===== config.mk =====
export PLATFORM = sky130hd
export DESIGN_NAME = packed_not_pipe
export DESIGN_NICKNAME = d
export VERILOG_FILES = /design/src/rtl/packed_not_pkg.sv /design/src/rtl/packed_not_xform.sv /design/src/rtl/packed_not_pipe.sv
export SDC_FILE = /design/constraint.sdc
export NUM_CORES = 1
export LEC_CHECK = 0
export BUFFER_PORTS_ARGS = -buffer_cell sky130_fd_sc_hd__buf_4
export CAP_MARGIN = 10
export CORE_AREA = 4 4 186 188
export CTS_CLUSTER_SIZE = 14
export DETAILED_ROUTE_END_ITERATION = 10
export DIE_AREA = 0 0 190 192
export PLACE_DENSITY_LB_ADDON = 0.05
export SETUP_SLACK_MARGIN = 0.15
export SLEW_MARGIN = 10
export SYNTH_ARGS = -nofsm -noshare
export SYNTH_HDL_FRONTEND = slang
export SYNTH_SLANG_ARGS = --single-unit

===== constraint.sdc =====
create_clock -name clk -period 3.1 [get_ports clk]
set_input_delay 0.155 -clock clk [delete_from_list [all_inputs] [get_ports clk]]
set_output_delay 0.155 -clock clk [all_outputs]
set_load 0.01 [all_outputs]

===== src/rtl/packed_not_pkg.sv =====
// Shared types and default dimensions for the packed-array transform pipe.
package packed_not_pkg;

  typedef enum logic [1:0] {
    MODE_PASS = 2'b00,
    MODE_NOT  = 2'b01,
    MODE_RNOR = 2'b10,
    MODE_ONES = 2'b11
  } mode_e;

  localparam int DEF_ROWS   = 5;
  localparam int DEF_COLS   = 4;
  localparam int DEF_ELEM_W = 3;
  localparam int DEF_DEPTH  = 4;

endpackage


===== src/rtl/packed_not_xform.sv =====
// Combinational element-wise transform over a packed [ROWS][COLS][ELEM_W] vector.
module packed_not_xform
  import packed_not_pkg::*;
#(
  parameter int ROWS   = DEF_ROWS,
  parameter int COLS   = DEF_COLS,
  parameter int ELEM_W = DEF_ELEM_W
) (
  input  mode_e                                  mode_i,
  input  logic [0:ROWS-1][COLS-1:0][1:ELEM_W]    vec_i,
  output logic [0:ROWS-1][COLS-1:0][1:ELEM_W]    vec_o
);

  always_comb begin
    vec_o = '0;
    for (int r = 0; r < ROWS; r++) begin
      for (int c = 0; c < COLS; c++) begin
        unique case (mode_i)
          MODE_PASS: vec_o[r][c] = vec_i[r][c];
          MODE_NOT:  vec_o[r][c] = ~vec_i[r][c];
          // Index 1 is the element MSB; the reduction lands there, rest stays 0.
          MODE_RNOR: vec_o[r][c][1] = ~|vec_i[r][c];
          default:   vec_o[r][c] = '1;
        endcase
      end
    end
  end

endmodule


===== src/rtl/packed_not_pipe.sv =====
// Transform-on-accept front end feeding a DEPTH-entry FIFO with valid/ready on both sides.
module packed_not_pipe
  import packed_not_pkg::*;
#(
  parameter int ROWS   = DEF_ROWS,
  parameter int COLS   = DEF_COLS,
  parameter int ELEM_W = DEF_ELEM_W,
  parameter int DEPTH  = DEF_DEPTH
) (
  input  logic                                   clk,
  input  logic                                   rst_n,
  input  logic [1:0]                             mode_i,
  input  logic                                   flush_i,
  input  logic                                   in_valid,
  output logic                                   in_ready,
  input  logic [0:ROWS-1][COLS-1:0][1:ELEM_W]    in_data,
  output logic                                   out_valid,
  input  logic                                   out_ready,
  output logic [0:ROWS-1][COLS-1:0][1:ELEM_W]    out_data,
  output logic [$clog2(DEPTH+1)-1:0]             count_o
);

  localparam int AW = $clog2(DEPTH);
  localparam int CW = $clog2(DEPTH+1);
  localparam logic [CW-1:0] DEPTH_C = CW'(DEPTH);

  typedef logic [0:ROWS-1][COLS-1:0][1:ELEM_W] vec_t;

  vec_t          mem_q [DEPTH];
  vec_t          xf_data;
  logic [AW-1:0] wr_q, wr_d, rd_q, rd_d;
  logic [CW-1:0] cnt_q, cnt_d;
  logic          push, pop;

  packed_not_xform #(
    .ROWS   (ROWS),
    .COLS   (COLS),
    .ELEM_W (ELEM_W)
  ) u_xform (
    .mode_i (mode_e'(mode_i)),
    .vec_i  (in_data),
    .vec_o  (xf_data)
  );

  // Ready depends only on registered occupancy, so a full FIFO never accepts
  // even when the head drains in the same cycle.
  assign in_ready  = (cnt_q < DEPTH_C) && !flush_i;
  assign out_valid = (cnt_q != '0);
  assign out_data  = out_valid ? mem_q[rd_q] : '0;
  assign count_o   = cnt_q;

  assign push = in_valid && in_ready;
  assign pop  = out_valid && out_ready;

  always_comb begin
    wr_d  = wr_q;
    rd_d  = rd_q;
    cnt_d = cnt_q;
    if (flush_i) begin
      wr_d  = '0;
      rd_d  = '0;
      cnt_d = '0;
    end else begin
      if (push) wr_d = wr_q + AW'(1);
      if (pop)  rd_d = rd_q + AW'(1);
      unique case ({push, pop})
        2'b10:   cnt_d = cnt_q + CW'(1);
        2'b01:   cnt_d = cnt_q - CW'(1);
        default: cnt_d = cnt_q;
      endcase
    end
  end

  always_ff @(posedge clk or negedge rst_n) begin
    if (!rst_n) begin
      wr_q  <= '0;
      rd_q  <= '0;
      cnt_q <= '0;
      for (int i = 0; i < DEPTH; i++) mem_q[i] <= '0;
    end else begin
      wr_q  <= wr_d;
      rd_q  <= rd_d;
      cnt_q <= cnt_d;
      if (push) mem_q[wr_q] <= xf_data;
    end
  end

endmodule

==> qor.yml, run 1 <==
outcome:
  status: "finished clean"
die:
  start_util_pct: 36.37
  core_region_area_um2: 33110
  ios: 132
  rows: 67
  die_area_um2: 36480
  fp.dieH_um: 192
  die_x_um: 190
drt:
  drtPass1Iterations: 4
  via_per_inst: 5.023
  vias: 8624
  post-route-drc-count: 0
  drt_iter0_markers: 492
  wl_um: 31830
  wl_per_cell_um: 18.54
  postRouteAntennaNets: 0
placement:
  hpwl_um: 19880
  numPortBuffers: 131
  placed_cell_area_um2: 13360
  post-place-ws_ns: 0.6261
  finalWeightedCongestion: 0.7629
  post-place-cells: 1657
cts:
  clock-sinks: 247
  insertion_delay_ns: 0.55
  root_buffer: "clkbuf_16"
  clkTransAtPathRegs_ns: 0.06
  numCtsBuffers: 29
  clk_path_buf_depth: 3
  cts_tree: "yes"
  h-tree-depth: 1
  post_cts_buffers: 0
timing:
  fmax_mhz: 359.1
  final_hold_viol_count: 0
  whs_ns: 0.01698
  finalClockSkew_ns: 0.02431
  finalCritPeriodShare_pct: 89.83
  min_period_ns: 2.785
  setup_viol: 0
  slew_viol_final: 0
  fin_ws_ns: 0.3152
  tightest_slew_ns: 0.7292
  rsz0062_at_grt: "no"
  slew_headroom_pct: 51.38
  tns_ns: 0
synth:
  synth_compound_area_share_pct: 13.83
  synth_xor_area_share_pct: 3.200
  synthMuxAreaShare_pct: 11.38
  synthSimpleGateAreaFrac_pct: 14.87
  ys_types: 34
  synth_fp_nets: 1221
  syn_area_per_cell_um2: 10.48
  synth_top_area_share_pct: 51.32
  synth_cells: 1149
  ys_warn_count: 0
  ys_top_cells_by_area: "dfrtp_1 51%, mux4_2 11%, nor2_1 7.7%"
  yosysTopAreaCell: "dfrtp_1"
  synth_top_family_by_area: "simple AND/OR/NAND/NOR gates"
  synthAdderAreaFrac_pct: 0.5818
  synth_seq_cells: 247
  syn_area_um2: 12040
  seq_area_frac_synth_pct: 51.32
grt:
  grt_max_degree: 89
  globalRouteOverflowTotal: 0
  antenna_found_initial: 0
  grt_pass1_vias: 8860
  groute.usage.overall_pct: 17.59
  grt_pass1_wl_um: 51230
hold_path:
  hp-class: "input pin to flip-flop"
cells_and_area:
  syn_to_final_growth_pct: 19.49
  drive_above_1_share_pct: 21.28
  finalNonFillerCells: 1717
  fillers: 3213
  stdcell_area_um2: 14390
  nNetsFinal: 1318
  antenna_cells: 0
power_and_ir_drop:
  leakage_nw: 5.802
  ir_worst_vdd_v: 0.0005326
  p_per_area_nw_per_um2: 811.1
worst_setup_path:
  critPathLaunchType: "flip-flop"
  cp_max_fo: 16
  criticalPathCategory: "flip-flop to flip-flop"
  arrival_ns: 3.28
  required_ns: 3.59
  cp-end-kind: "flip-flop"
run:
  cap_violations: 0
## per-stage QoR
step | total power [W] | util [%]
after floorplan | 0.007363 | -
after global placement | 0.008300 | 40.36
after detailed placement | 0.008386 | 40.36
after CTS | 0.01184 | 43.42
after global routing | 0.01249 | 43.46
final | 0.01167 | 43.46
## per-layer routing
metal | vias to the layer above | share of wire [%] | track usage [%] | wire length, um
met3 | 29 | 3.4 | 2.181 | 1098
met2 | 144 | 50 | 30.37 | 15840
met1 | 4224 | 45 | 24.14 | 14370
met4 | 0 | 1.6 | 3.422 | 517
met5 | - | 0 | 0 | 0
li1 | 4227 | - | - | -
## synth_stat cells
cell type,n
nor2b_1,41
buf_4,10
nand2b_1,2
ha_1,4
o21ai_0,31
a21oi_1,161
a31oi_1,82
mux2_2,1
buf_6,1
clkbuf_1,22
buf_2,56
buf_12,6
o311ai_0,1
and4bb_2,4
mux4_2,58
dfrtp_1,247
o31ai_1,2
inv_1,3
nor3_2,1
xnor2_1,42
o211ai_1,1
nor3b_2,1
nor3_1,20
mux4_1,2
or4b_1,1
nand2_1,3
or3_1,1
xor2_1,2
or4_1,1
nand3_1,3
o21ai_1,32
and2_1,60
fa_1,1
nor2_1,246
## worst paths after layout
path                                        start                     end  slack (ns)  cells after the start
setup / recovery           count_o[2]$_DFFE_PN0P_  count_o[2]$_DFFE_PN0P_        0.32                      7
hold / removal                         in_data[2]  mem_q[122]$_DFFE_PN0P_        0.02                      3
setup reg to reg           count_o[2]$_DFFE_PN0P_  count_o[2]$_DFFE_PN0P_        0.32                      7
hold reg to reg             mem_q[55]$_DFFE_PN0P_   mem_q[55]$_DFFE_PN0P_        0.52                      2
max in group asynchronous                   rst_n  mem_q[118]$_DFFE_PN0P_        1.97                      3
min in group asynchronous                   rst_n  mem_q[223]$_DFFE_PN0P_        0.23                      2
## kinds of logic (layout without fill, tap and decap cells)
kind of cell | count (synthesis) | count (layout)
AND/OR/NAND/NOR | 384 | 384
multiplexers | 61 | 61
adder cells (fa/ha/maj) | 5 | 5
XOR/XNOR | 44 | 44
flip-flops | 247 | 247
buffers and inverters | 98 | 218
AO/OA/AOI/OAI | 310 | 310
## final cells by class
| class | instances | area (um2) | share of cell area (%) |
|---|---|---|---|
| timing repair buffer | 161 | 1369 | 9.512 |
| inverter | 3 | 11.26 | 0.07825 |
| clock buffer | 44 | 852.1 | 5.921 |
| tap | 448 | 560.5 | 3.895 |
| clock inverter | 10 | 103.9 | 0.7217 |
| multi-input combinational | 804 | 5308 | 36.88 |
| sequential | 247 | 6186 | 42.99 |
## layout by cell type (no fill, tap or decap), drive strengths merged, types with 2 or more instances in the layout
| cell type | n |
|---|---|
| nand2b | 2 |
| nand3 | 3 |
| a21oi | 161 |
| and4bb | 4 |
| clkinv | 7 |
| clkbuf | 44 |
| buf | 155 |
| o21ai | 63 |
| mux4 | 60 |
| nor2 | 246 |
| and2 | 60 |
| ha | 4 |
| dlygate4sd3 | 6 |
| nor3 | 21 |
| xnor2 | 42 |
| a31oi | 82 |
| xor2 | 2 |
| dfrtp | 247 |
| nor2b | 41 |
| o31ai | 2 |
| bufinv | 2 |
| nand2 | 3 |
| inv | 4 |
## power breakdown
part / leakage, nW / internal, W / switching [W]
registers: 2.87 / 0.00456 / 0.000683
clock network: 0.477 / 0.00205 / 0.00135
logic: 2.45 / 0.00162 / 0.00141
total: 5.80 / 0.00823 / 0.00344
## state kept, by name, summed over array words and instances, names as in the netlist
name,count
mem_q,240
count_o,3
rd_q,2
wr_q,2
## timing repair
action | CTS | global route
hold buffers | 6 | 0
endpoints found under the setup margin | 0 | 1
gates resized for setup | 0 | 2
hold endpoints to repair | 93 | 0
## critical path, cell delays in order, from the launching register on
cell	delay [ns]
dfrtp_1	0.57
nor3b_4	0.37
nor2_1	0.12
fa_1	0.40
nand2b_1	0.17
or4_1	0.39
a31oi_1	0.16
dlygate4sd3_1	0.55
(Power assumes the default switching activity.)
==> run 2: changes to the inputs <==
Settings changed: ABC_AREA set to 1, CORE_AREA 4 4 186 188 to 4 4 185 187, DIE_AREA 0 0 190 192 to 0 0 189 191, PLACE_DENSITY set to 0.65, PLACE_DENSITY_LB_ADDON 0.05 to unset.
==> run 2 against run 1 <==
  * Clock power decreased by 6.8%
  * Global-route usage increased by 2.1 points
  * Sequential power decreased by 1%
  * Hold slack got worse by 0.0082 ns
  * Critical path type is now flip-flop to output port
  * Critical path depth decreased by 1
  * First-iteration DRC count increased by 68%
  * Non-clock buffer count increased by 52
  * Via count increased by 27%
  * Highest routed layer unchanged
==> qor.yml, run 2 <==
outcome:
  status: "finished clean"
synth:
  ys_types: 23
  synthFlopType: "dfrtp_1"
  ys_warn_count: 0
  yosysTopAreaCell: "dfrtp_1"
  ys_top_cells_by_area: "dfrtp_1 52%, nand2_1 13%, o21ai_0 12%"
  synth_fp_nets: 1629
  synth_seq_cells: 247
  syn_area_um2: 11930
  synth_edf_count: 0
  synth_cells: 1557
  async_reset_ff_share_pct: 100.0
  seq_area_frac_synth_pct: 51.81
  synth_top_cells_by_count: "421 x nand2_1, 279 x o21ai_0, 247 x dfrtp_1"
  syn_area_per_cell_um2: 7.661
  synth_top_area_share_pct: 51.81
  synth.most_common_cell: "nand2_1"
grt:
  antenna_found_initial: 0
  groute.usage.overall_pct: 19.71
  globalRouteOverflowTotal: 0
  grt_max_degree: 122
  grt_pass1_wl_um: 58530
  grt_pass1_vias: 10940
placement:
  post-place-ws_ns: 0.9259
  finalWeightedCongestion: 0.8063
  hpwl_um: 21610
  numPortBuffers: 131
die:
  start_util_pct: 36.76
  core_region_area_um2: 32450
  ios: 132
  die_area_um2: 36100
  die_x_um: 189
  fp.dieH_um: 191
  rows: 66
power_and_ir_drop:
  p_switching_w: 0.004303
  ir_worst_vdd_v: 0.0004406
  intPower_w: 0.008023
  p_per_area_nw_per_um2: 833.2
  p_clk_share_pct: 25.7
  swShare_pct: 34.91
  leakage_nw: 7.032
  power.share.sequential_pct: 42.1
  combPwrFrac_pct: 32.2
  power_w: 0.01233
drt:
  vias: 10930
  drtPass1Iterations: 5
  via_per_inst: 5.080
  wl_um: 36190
  postRouteAntennaNets: 0
  wl_per_cell_um: 16.82
  post-route-drc-count: 0
  drt_iter0_markers: 825
timing:
  fmax_mhz: 364.7
  fin_ws_ns: 0.3582
  finalCritPeriodShare_pct: 88.45
  slew_headroom_pct: 27.98
  tightest_slew_ns: 1.080
  slew_viol_final: 0
  tns_ns: 0
  final_hold_viol_count: 0
  min_period_ns: 2.742
  finalClockSkew_ns: 0.02903
  setup_viol: 0
  rsz0062_at_grt: "no"
worst_setup_path:
  max_stage_delay_ns: 0.53
  critPathLaunchType: "flip-flop"
  crit_path_top_delay_cell: "clkinv_2"
  regToRegStartpoint: "rd_q[0]$_DFFE_PN0P_"
  cp_max_fo: 43
  crit_chain: "clkinv_2 > buf_4 > a21oi_1 > o21ai_0 > a21oi_1 > buf_4"
  arrival_ns: 2.59
  cp-end-kind: "output port"
  criticalPathCategory: "flip-flop to output port"
  critPathLaunch: "rd_q[0]$_DFFE_PN0P_"
  required_ns: 2.94
cts:
  cts_tree: "yes"
  insertion_delay_ns: 0.54
  h-tree-depth: 1
  cts_resized: 0
  clkTransAtPathRegs_ns: 0.06
  root_buffer: "clkbuf_16"
  clk_path_buf_depth: 3
  clock-sinks: 247
  numCtsBuffers: 27
cells_and_area:
  drive_above_1_share_pct: 13.16
  final_common_cell: "nand2_1"
  antenna_cells: 0
  regMostFlops: "mem_q"
  layout_common_cells: "421 x nand2_1, 279 x o21ai_0, 245 x dfrtp_1, 183 x a21oi_1, 160 x nor2_1"
  nNetsFinal: 1763
  syn_to_final_growth_pct: 24.01
  largest_register_ffs: 240
hold_path:
  hp-class: "input pin to flip-flop"
  hp-start: "in_data[2]"
run:
  cap_violations: 0
==> run 2: changes by cell type after synthesis, moves of 10 or more <==
cell / before / now
nand2_1: 3 / 421
o21ai_0: 31 / 279
inv_1: 3 / 89
nor2_1: 246 / 161
a31oi_1: 82 / 0
and2_1: 60 / 0
mux4_2: 58 / 0
xnor2_1: 42 / 0
nor2b_1: 41 / 0
clkbuf_1: 22 / 52
a21oi_1: 161 / 183
nor3_1: 20 / 0
buf_4: 10 / 0
o21ai_2: 0 / 10
==> run 2: layer usage <==
| metal | track usage [%] | up-vias | routed length [um] |
|---|---|---|---|
| li1 | - | 5305 | - |
| met1 | 26.78 | 5277 | 16300 |
| met2 | 33.93 | 304 | 17300 |
| met3 | 2.630 | 46 | 1946 |
| met4 | 4.204 | 0 | 645 |
| met5 | 0 | - | 0 |
==> run 2: kinds of logic after synthesis <==
kind of cell | synth area share (%)
and+or+nand+nor | 18.94
AOI/OAI and AO/OA | 21.52
DFF | 51.81
buffers and inverters | 6.996
adders and majority gates | 0.5874
xor gates and xnor gates | 0.1364
==> run 2: final timing paths <==
check,end,slack [ns],depth (start not counted)
max in group asynchronous,mem_q[151]$_DFFE_PN0P_,2.02,3
setup reg to reg,rd_q[0]$_DFFE_PN0P_,0.63,6
hold / removal,mem_q[182]$_DFFE_PN0P_,0.009,3
min in group asynchronous,mem_q[134]$_DFFE_PN0P_,0.24,2
setup / recovery,out_data[49],0.36,6
hold reg to reg,mem_q[181]$_DFFE_PN0P_,0.47,2
==> run 2: power groups by stage <==
| stage | sequential [W] | combinational (W) | clock [W] |
|---|---|---|---|
| floorplan | 0.00508 | 0.00248 | 0 |
| global placement | 0.00519 | 0.00382 | 0 |
| detailed placement | 0.00524 | 0.00391 | 0 |
| CTS | 0.00519 | 0.00400 | 0.00323 |
| global route | 0.00535 | 0.00453 | 0.00335 |
| finish | 0.00519 | 0.00397 | 0.00317 |
==> run 2: layout make-up <==
type                    count  area (um2)
clock inverters             6       61.31
flip-flops and latches    247        6186
clock buffers              42       812.0
fillers                  3223       17660
repair buffers            213        1884
inverters                  96       364.1
well taps                 442       553.0
multi-input cells        1106        4932
==> run 2: what timing repair did <==
item / in CTS / in global routing
hold buffers: 56 / 0
setup buffers: 0 / 0
hold endpoints to repair: 247 / 0
==> run 2: worst max-delay path: cells and delay by family (launching register included) <==
kind / cells / cell delay [ns]
buf+inv: 3 / 1.11
compound gates: 3 / 0.48
flops: 1 / 0.43
==> run 2: through the flow <==
step           cells  util (%)  hold WS (ns)  cell area [um2]
3_5_place_dp    2048     41.16        0.2543            13360
3_3_place_gp    2048     41.16        0.2457            13360
6_report        2152     45.58      0.008753            14790
4_1_cts         2152     45.58      0.001074            14790
5_1_grt         2152     45.58       0.01384            14790
2_1_floorplan   1557         -       -0.1406            11930
